## src/rtl/gmii_pkg.sv

```systemverilog
// Shared GMII constants, receive FSM states and the end-of-frame status record.
// Also used by the transmit path for FCS generation.
package gmii_pkg;

  localparam logic [7:0]  GMII_PREAMBLE = 8'h55;
  localparam logic [7:0]  GMII_SFD      = 8'hD5;
  localparam logic [31:0] CRC32_POLY    = 32'h04C11DB7;
  localparam logic [31:0] CRC32_INIT    = 32'hFFFFFFFF;
  localparam logic [31:0] CRC32_RESIDUE = 32'hDEBB20E3;
  localparam logic [3:0]  PRE_LIMIT     = 4'd15;
  localparam logic [10:0] LEN_SAT       = 11'h7FF;

  typedef enum logic [1:0] {
    IDLE,
    PREAMBLE,
    DATA,
    DROP
  } gmii_rx_state_e;

  typedef struct packed {
    logic [10:0] len;
    logic        crc_err;
    logic        len_err;
    logic        phy_err;
    logic        pre_err;
  } gmii_rx_stat_t;

  // Bytes go on the wire LSB first, so the CRC engine works on the bit-reversed polynomial.
  function automatic logic [31:0] reflect32(input logic [31:0] v);
    logic [31:0] r;
    for (int i = 0; i < 32; i++) begin
      r[i] = v[31-i];
    end
    return r;
  endfunction

endpackage

```

## src/rtl/crc32_d8.sv

```systemverilog
// Combinational one-byte step of the reflected CRC-32 (no final inversion).
// The caller owns the register; the same block serves RX checking and TX FCS generation.
module crc32_d8
  import gmii_pkg::*;
(
  input  logic [31:0] crc_in,
  input  logic [7:0]  data,
  output logic [31:0] crc_out
);

  localparam logic [31:0] POLY_REFL = reflect32(CRC32_POLY);

  always_comb begin
    logic [31:0] c;
    c = crc_in;
    for (int i = 0; i < 8; i++) begin
      if (c[0] ^ data[i]) begin
        c = (c >> 1) ^ POLY_REFL;
      end else begin
        c = c >> 1;
      end
    end
    crc_out = c;
  end

endmodule

```

## src/rtl/gmii_rx_mac.sv

```systemverilog
// GMII receive MAC: strips preamble/SFD, checks CRC and length, optionally removes the FCS
// and emits framed bytes plus a one-cycle status pulse per frame.
module gmii_rx_mac
  import gmii_pkg::*;
#(
  parameter int MIN_FRAME = 64,
  parameter int MAX_FRAME = 1518,
  parameter bit STRIP_FCS = 1'b1
) (
  input  logic        clk,
  input  logic        reset,
  input  logic        rx_en,
  input  logic [7:0]  rxd,
  input  logic        rx_er,
  output logic [7:0]  out_data,
  output logic        out_valid,
  output logic        out_sop,
  output logic        out_eop,
  output logic        out_err,
  output logic        stat_valid,
  output logic [10:0] stat_len,
  output logic        stat_crc_err,
  output logic        stat_len_err,
  output logic        stat_phy_err,
  output logic        stat_pre_err
);

  // Four FCS bytes of holdback plus the pending byte; the pending byte alone when FCS is forwarded.
  localparam int          DEPTH   = STRIP_FCS ? 5 : 1;
  localparam logic [2:0]  DEPTH_L = 3'(DEPTH);
  localparam logic [10:0] MIN_L   = 11'(MIN_FRAME);
  localparam logic [10:0] MAX_L   = 11'(MAX_FRAME);

  gmii_rx_state_e state_reg, state_next;
  logic [3:0]     pre_cnt_reg;
  logic [31:0]    crc_reg, crc_next;
  logic [10:0]    len_reg;
  logic           phy_err_reg;
  logic           sop_pend_reg;
  logic [2:0]     held_reg;
  logic [7:0]     hold_reg [DEPTH];
  gmii_rx_stat_t  stat_reg, stat_end;

  logic take_byte, frame_end, drop_end, sfd_seen, pre_inc;
  logic pipe_full, frame_bad;

  crc32_d8 u_crc (
    .crc_in  (crc_reg),
    .data    (rxd),
    .crc_out (crc_next)
  );

  always_comb begin
    state_next = state_reg;
    take_byte  = 1'b0;
    frame_end  = 1'b0;
    drop_end   = 1'b0;
    sfd_seen   = 1'b0;
    pre_inc    = 1'b0;
    unique case (state_reg)
      IDLE: begin
        if (rx_en) begin
          if (rxd == GMII_PREAMBLE) begin
            state_next = PREAMBLE;
          end else if (rxd == GMII_SFD) begin
            state_next = DATA;
            sfd_seen   = 1'b1;
          end else begin
            state_next = DROP;
          end
        end
      end
      PREAMBLE: begin
        if (!rx_en) begin
          state_next = IDLE;
        end else if (rxd == GMII_SFD) begin
          state_next = DATA;
          sfd_seen   = 1'b1;
        end else if (rxd == GMII_PREAMBLE && pre_cnt_reg != PRE_LIMIT) begin
          pre_inc = 1'b1;
        end else begin
          state_next = DROP;
        end
      end
      DATA: begin
        if (rx_en) begin
          take_byte = 1'b1;
        end else begin
          frame_end  = 1'b1;
          state_next = IDLE;
        end
      end
      DROP: begin
        if (!rx_en) begin
          drop_end   = 1'b1;
          state_next = IDLE;
        end
      end
      default: state_next = IDLE;
    endcase
  end

  assign pipe_full = (held_reg == DEPTH_L);

  always_comb begin
    stat_end.len     = len_reg;
    stat_end.crc_err = (crc_reg != CRC32_RESIDUE);
    stat_end.len_err = (len_reg < MIN_L) || (len_reg > MAX_L);
    stat_end.phy_err = phy_err_reg;
    stat_end.pre_err = 1'b0;
    frame_bad = stat_end.crc_err | stat_end.len_err | stat_end.phy_err;
  end

  always_ff @(posedge clk or negedge reset) begin
    if (!reset) begin
      state_reg    <= IDLE;
      pre_cnt_reg  <= 4'd1;
      crc_reg      <= CRC32_INIT;
      len_reg      <= '0;
      phy_err_reg  <= 1'b0;
      sop_pend_reg <= 1'b0;
      held_reg     <= '0;
      for (int i = 0; i < DEPTH; i++) begin
        hold_reg[i] <= '0;
      end
      out_data     <= '0;
      out_valid    <= 1'b0;
      out_sop      <= 1'b0;
      out_eop      <= 1'b0;
      out_err      <= 1'b0;
      stat_valid   <= 1'b0;
      stat_reg     <= '0;
    end else begin
      state_reg  <= state_next;
      out_valid  <= 1'b0;
      out_sop    <= 1'b0;
      out_eop    <= 1'b0;
      out_err    <= 1'b0;
      stat_valid <= 1'b0;

      // The entry 0x55 counts as the first preamble byte.
      if (state_reg != PREAMBLE) begin
        pre_cnt_reg <= 4'd1;
      end else if (pre_inc) begin
        pre_cnt_reg <= pre_cnt_reg + 4'd1;
      end

      if (sfd_seen) begin
        crc_reg      <= CRC32_INIT;
        len_reg      <= '0;
        phy_err_reg  <= 1'b0;
        held_reg     <= '0;
        sop_pend_reg <= 1'b1;
      end

      if (take_byte) begin
        crc_reg <= crc_next;
        if (len_reg != LEN_SAT) begin
          len_reg <= len_reg + 11'd1;
        end
        if (rx_er) begin
          phy_err_reg <= 1'b1;
        end
        hold_reg[0] <= rxd;
        for (int i = 1; i < DEPTH; i++) begin
          hold_reg[i] <= hold_reg[i-1];
        end
        if (pipe_full) begin
          out_valid    <= 1'b1;
          out_data     <= hold_reg[DEPTH-1];
          out_sop      <= sop_pend_reg;
          sop_pend_reg <= 1'b0;
        end else begin
          held_reg <= held_reg + 3'd1;
        end
      end

      // Everything is reinitialised here so a preamble on the very next cycle is accepted.
      if (frame_end) begin
        if (pipe_full) begin
          out_valid <= 1'b1;
          out_data  <= hold_reg[DEPTH-1];
          out_sop   <= sop_pend_reg;
          out_eop   <= 1'b1;
          out_err   <= frame_bad;
        end
        stat_valid   <= 1'b1;
        stat_reg     <= stat_end;
        crc_reg      <= CRC32_INIT;
        len_reg      <= '0;
        phy_err_reg  <= 1'b0;
        held_reg     <= '0;
        sop_pend_reg <= 1'b0;
      end

      if (drop_end) begin
        stat_valid <= 1'b1;
        stat_reg   <= '{len: '0, crc_err: 1'b0, len_err: 1'b0, phy_err: 1'b0, pre_err: 1'b1};
      end
    end
  end

  assign stat_len     = stat_reg.len;
  assign stat_crc_err = stat_reg.crc_err;
  assign stat_len_err = stat_reg.len_err;
  assign stat_phy_err = stat_reg.phy_err;
  assign stat_pre_err = stat_reg.pre_err;

endmodule

```

## config.mk

```make
export PLATFORM = sky130hd
export DESIGN_NAME = gmii_rx_mac
export DESIGN_NICKNAME = d
export VERILOG_FILES = /design/src/rtl/gmii_pkg.sv /design/src/rtl/crc32_d8.sv /design/src/rtl/gmii_rx_mac.sv
export SDC_FILE = /design/constraint.sdc
export NUM_CORES = 1
export LEC_CHECK = 0
export ABC_AREA = 1
export CAP_MARGIN = 30
export CORE_AREA = 2 2 129 131
export CTS_CLUSTER_SIZE = 25
export DETAILED_ROUTE_END_ITERATION = 16
export DIE_AREA = 0 0 131 133
export HOLD_SLACK_MARGIN = 0.15
export PLACE_DENSITY = 0.54
export SYNTH_ARGS = -nofsm -noshare
export SYNTH_HDL_FRONTEND = slang
export SYNTH_SLANG_ARGS = --single-unit
```

## constraint.sdc

```tcl
create_clock -name clk -period 2.43 [get_ports clk]
set_clock_uncertainty 0.05 [all_clocks]
set_input_delay 0.729 -clock clk [delete_from_list [all_inputs] [get_ports clk]]
set_output_delay 0.729 -clock clk [all_outputs]
set_load 0.005 [all_outputs]
```

==> results.py <==
metrics = {
    "critical_path": {
        "cp-end-kind": "flop",
        "cp.required_ns": 2.68,
        "worstSetupStartpoint": "rxd[1]",
        "cp_max_fo": 8,
        "path_class": "in -> reg",
        "critPathArrivalTime_ns": 2.48,
        "reg2reg_from": "crc_reg[1]",
        "start_kind": "input port",
    },
    "floorplan": {
        "row_count": 47,
        "chipHeight_um": 133,
        "num_io_pins": 40,
        "die_w_um": 131,
        "core-area_mm2": 0.0162,
        "initial_core_util_pct": 38.9,
        "dieArea_mm2": 0.0174,
    },
    "placed_design": {
        "place_hpwl_mm": 12.0,
        "place_ws_ns": -0.280,
        "gp_congestion": 0.919,
        "portBuffers": 39,
        "placed_cells": 1118,
    },
    "clock_tree": {
        "clk_latency_ns": 0.42,
        "tritoncts": "done",
        "clk_pin_slew_worst_paths_ns": 0.06,
        "clockBufferDepth": 2,
        "numCtsBuffers": 17,
        "clock_sinks": 122,
        "clock-root-buffer": "clkbuf_16",
        "post_cts_buffers": 0,
        "htreeDepth": 4,
    },
    "run": {
        "cap_violations": 0,
    },
    "final_layout": {
        "finalNetCount": 933,
        "stdcell_count": 1150,
        "num_antenna_cells": 0,
        "largest_reg_flops": 40,
        "layout-drive-gt1-share_pct": 16.9,
        "regArea_mm2": 0.00309,
        "multi_input_area_mm2": 0.00275,
        "syn2layout_area_growth_pct": 27.5,
        "nFillCells": 1574,
        "layout_common_cells": "297 x nand2_1, 89 x dfrtp_1, 85 x inv_1, 68 x buf_4",
        "layout_commonest_cell": "nand2_1",
    },
    "synthesis": {
        "netlist_area_mm2": 0.00629,
        "ys_seq_elements": 122,
        "synth_top_area_share_pct": 35.4,
        "synthTopCellsByArea": "dfrtp_1 35%, nand2_1 18%, dfstp_2 14%, inv_1 5.1%, nand3_1 4.3%",
        "yosysWarnings": 0,
        "ys_types": 38,
        "syn_nets": 826,
        "syn_inst": 810,
        "yosysTopAreaCell": "dfrtp_1",
        "avgSynthCellArea_um2": 7.76,
        "async_flop_share_pct": 100,
        "ys_seq_area_share_pct": 49.2,
        "synth-main-ff-cell": "dfrtp_1",
        "synth_edf_count": 0,
    },
    "timing": {
        "finalSetupViolations": 0,
        "hold_slack_ns": 0.161,
        "rsz0062_at_grt": "false",
        "fin_tns_setup_ns": 0,
        "fmax_mhz": 449,
        "finalCritPeriodShare_pct": 91.6,
        "max_slew_margin_pct": 71.5,
        "period_needed_ns": 2.23,
        "setup_slack_ns": 0.203,
        "tightest_slew_ns": 0.427,
        "report.final.slew_viol_count": 0,
        "finalHoldViolations": 0,
    },
    "grt": {
        "grt_pass1_vias": 5494,
        "grt_max_degree": 68,
        "antenna_found_initial": 0,
        "grt_pass1_wl_mm": 27.3,
        "grt-ovfl-total": 0,
        "grt_usage_pct": 20.3,
    },
    "routing": {
        "ant_nets": 0,
        "vias_per_cell": 4.84,
        "drt-pass1-iter-count": 5,
        "drt-initial-drc-count": 459,
        "drc": 0,
        "num_vias": 5566,
        "drt-total-wl_mm": 16.2,
        "avgRoutedWirePerCell_um": 14.1,
    },
    "hold_path": {
        "hold_path_class": "in -> async",
    },
    "status": {
        "status": "completed",
    },
    "power": {
        "power_per_cell_area_mw_per_mm2": 1180,
        "ir_drop_mv": 0.559,
        "leakagePower_nw": 4.01,
    },
}
-- metrics by stage --
stage | util (%) | cell area [um2] | total power, mW
after floorplan | - | 6290 | 5.61
after global placement | 46.0 | 7430 | 6.98
after detailed placement | 46.0 | 7430 | 7.03
after CTS | 49.5 | 8010 | 9.53
after global routing | 49.5 | 8010 | 10.2
final | 49.5 | 8010 | 9.46
-- report_power, final --
| group | leakage (nW) | internal (mW) | total, mW | switching (mW) |
|---|---|---|---|---|
| Clock | 0.277 | 1.53 | 2.45 | 0.919 |
| Combinational | 2.21 | 1.51 | 3.71 | 2.20 |
| Sequential | 1.51 | 2.83 | 3.30 | 0.464 |
| Total | 4.01 | 5.88 | 9.46 | 3.58 |
-- cell type report --
| cell class | instances | share of cell area [%] |
|---|---|---|
| tap | 220 | 3.44 |
| timing repair buffer | 111 | 12.4 |
| inverter | 89 | 4.17 |
| clock inverter | 11 | 1.51 |
| sequential | 122 | 38.6 |
| clock buffer | 21 | 5.62 |
| multi-input combinational | 576 | 34.3 |
-- cell families after synthesis --
| logic type | share of synthesized area [%] |
|---|---|
| DFF | 49.2 |
| xor gates and xnor gates | 5.14 |
| AOI/OAI and AO/OA | 9.47 |
| and+or+nand+nor | 28.1 |
| adders and majority gates | 0.796 |
| buffers and inverters | 7.28 |
-- worst max-delay path, stage by stage --
cell	delay, ns
clkdlybuf4s50_1	0.44
inv_1	0.13
nand4_1	0.25
nor3_4	0.24
buf_4	0.15
nand3_1	0.25
a31oi_1	0.23
nor2_1	0.06
-- what timing repair did --
item                       CTS  global route
hold buffers                 0             0
gates resized for setup      0             1
setup endpoints to repair    0             1
hold endpoints to repair     0             0
-- cell usage after synthesis (2+ instances only) --
library cell and count:
o21ai_0 54, dfrtp_1 89, nor2_2 2, o22ai_1 7
or2_2 5, nand3_2 2, a21oi_1 35, nor2_1 44
nand2_2 2, o21ai_1 2, buf_6 3, buf_2 9
inv_2 4, ha_1 4, a21oi_2 2, inv_1 85
nor3_1 8, xor2_1 28, nand3_1 54, clkbuf_1 9
nand4_1 10, a22o_1 2, xnor2_1 7, nand2_1 297
dfstp_2 33
-- routing by layer --
metal	vias up	wire (um)	GRT usage, %
met5	-	0	0
met4	0	320	8.10
met3	29	783	4.73
met2	147	7600	32.2
met1	2608	7450	26.6
li1	2782	-	-
-- final timing paths --
kind,endpoint,slack [ns],cells after the start
max,held_reg[1],0.20,8
min,hold_reg[35],0.16,1
min reg2reg,hold_reg[15],0.42,2
min in group clk,hold_reg[15],0.42,2
max reg2reg,crc_reg[5],0.51,9
max in group asynchronous,pre_cnt_reg[0],1.46,2
No activity file was read; power rests on OpenSTA's default activity.
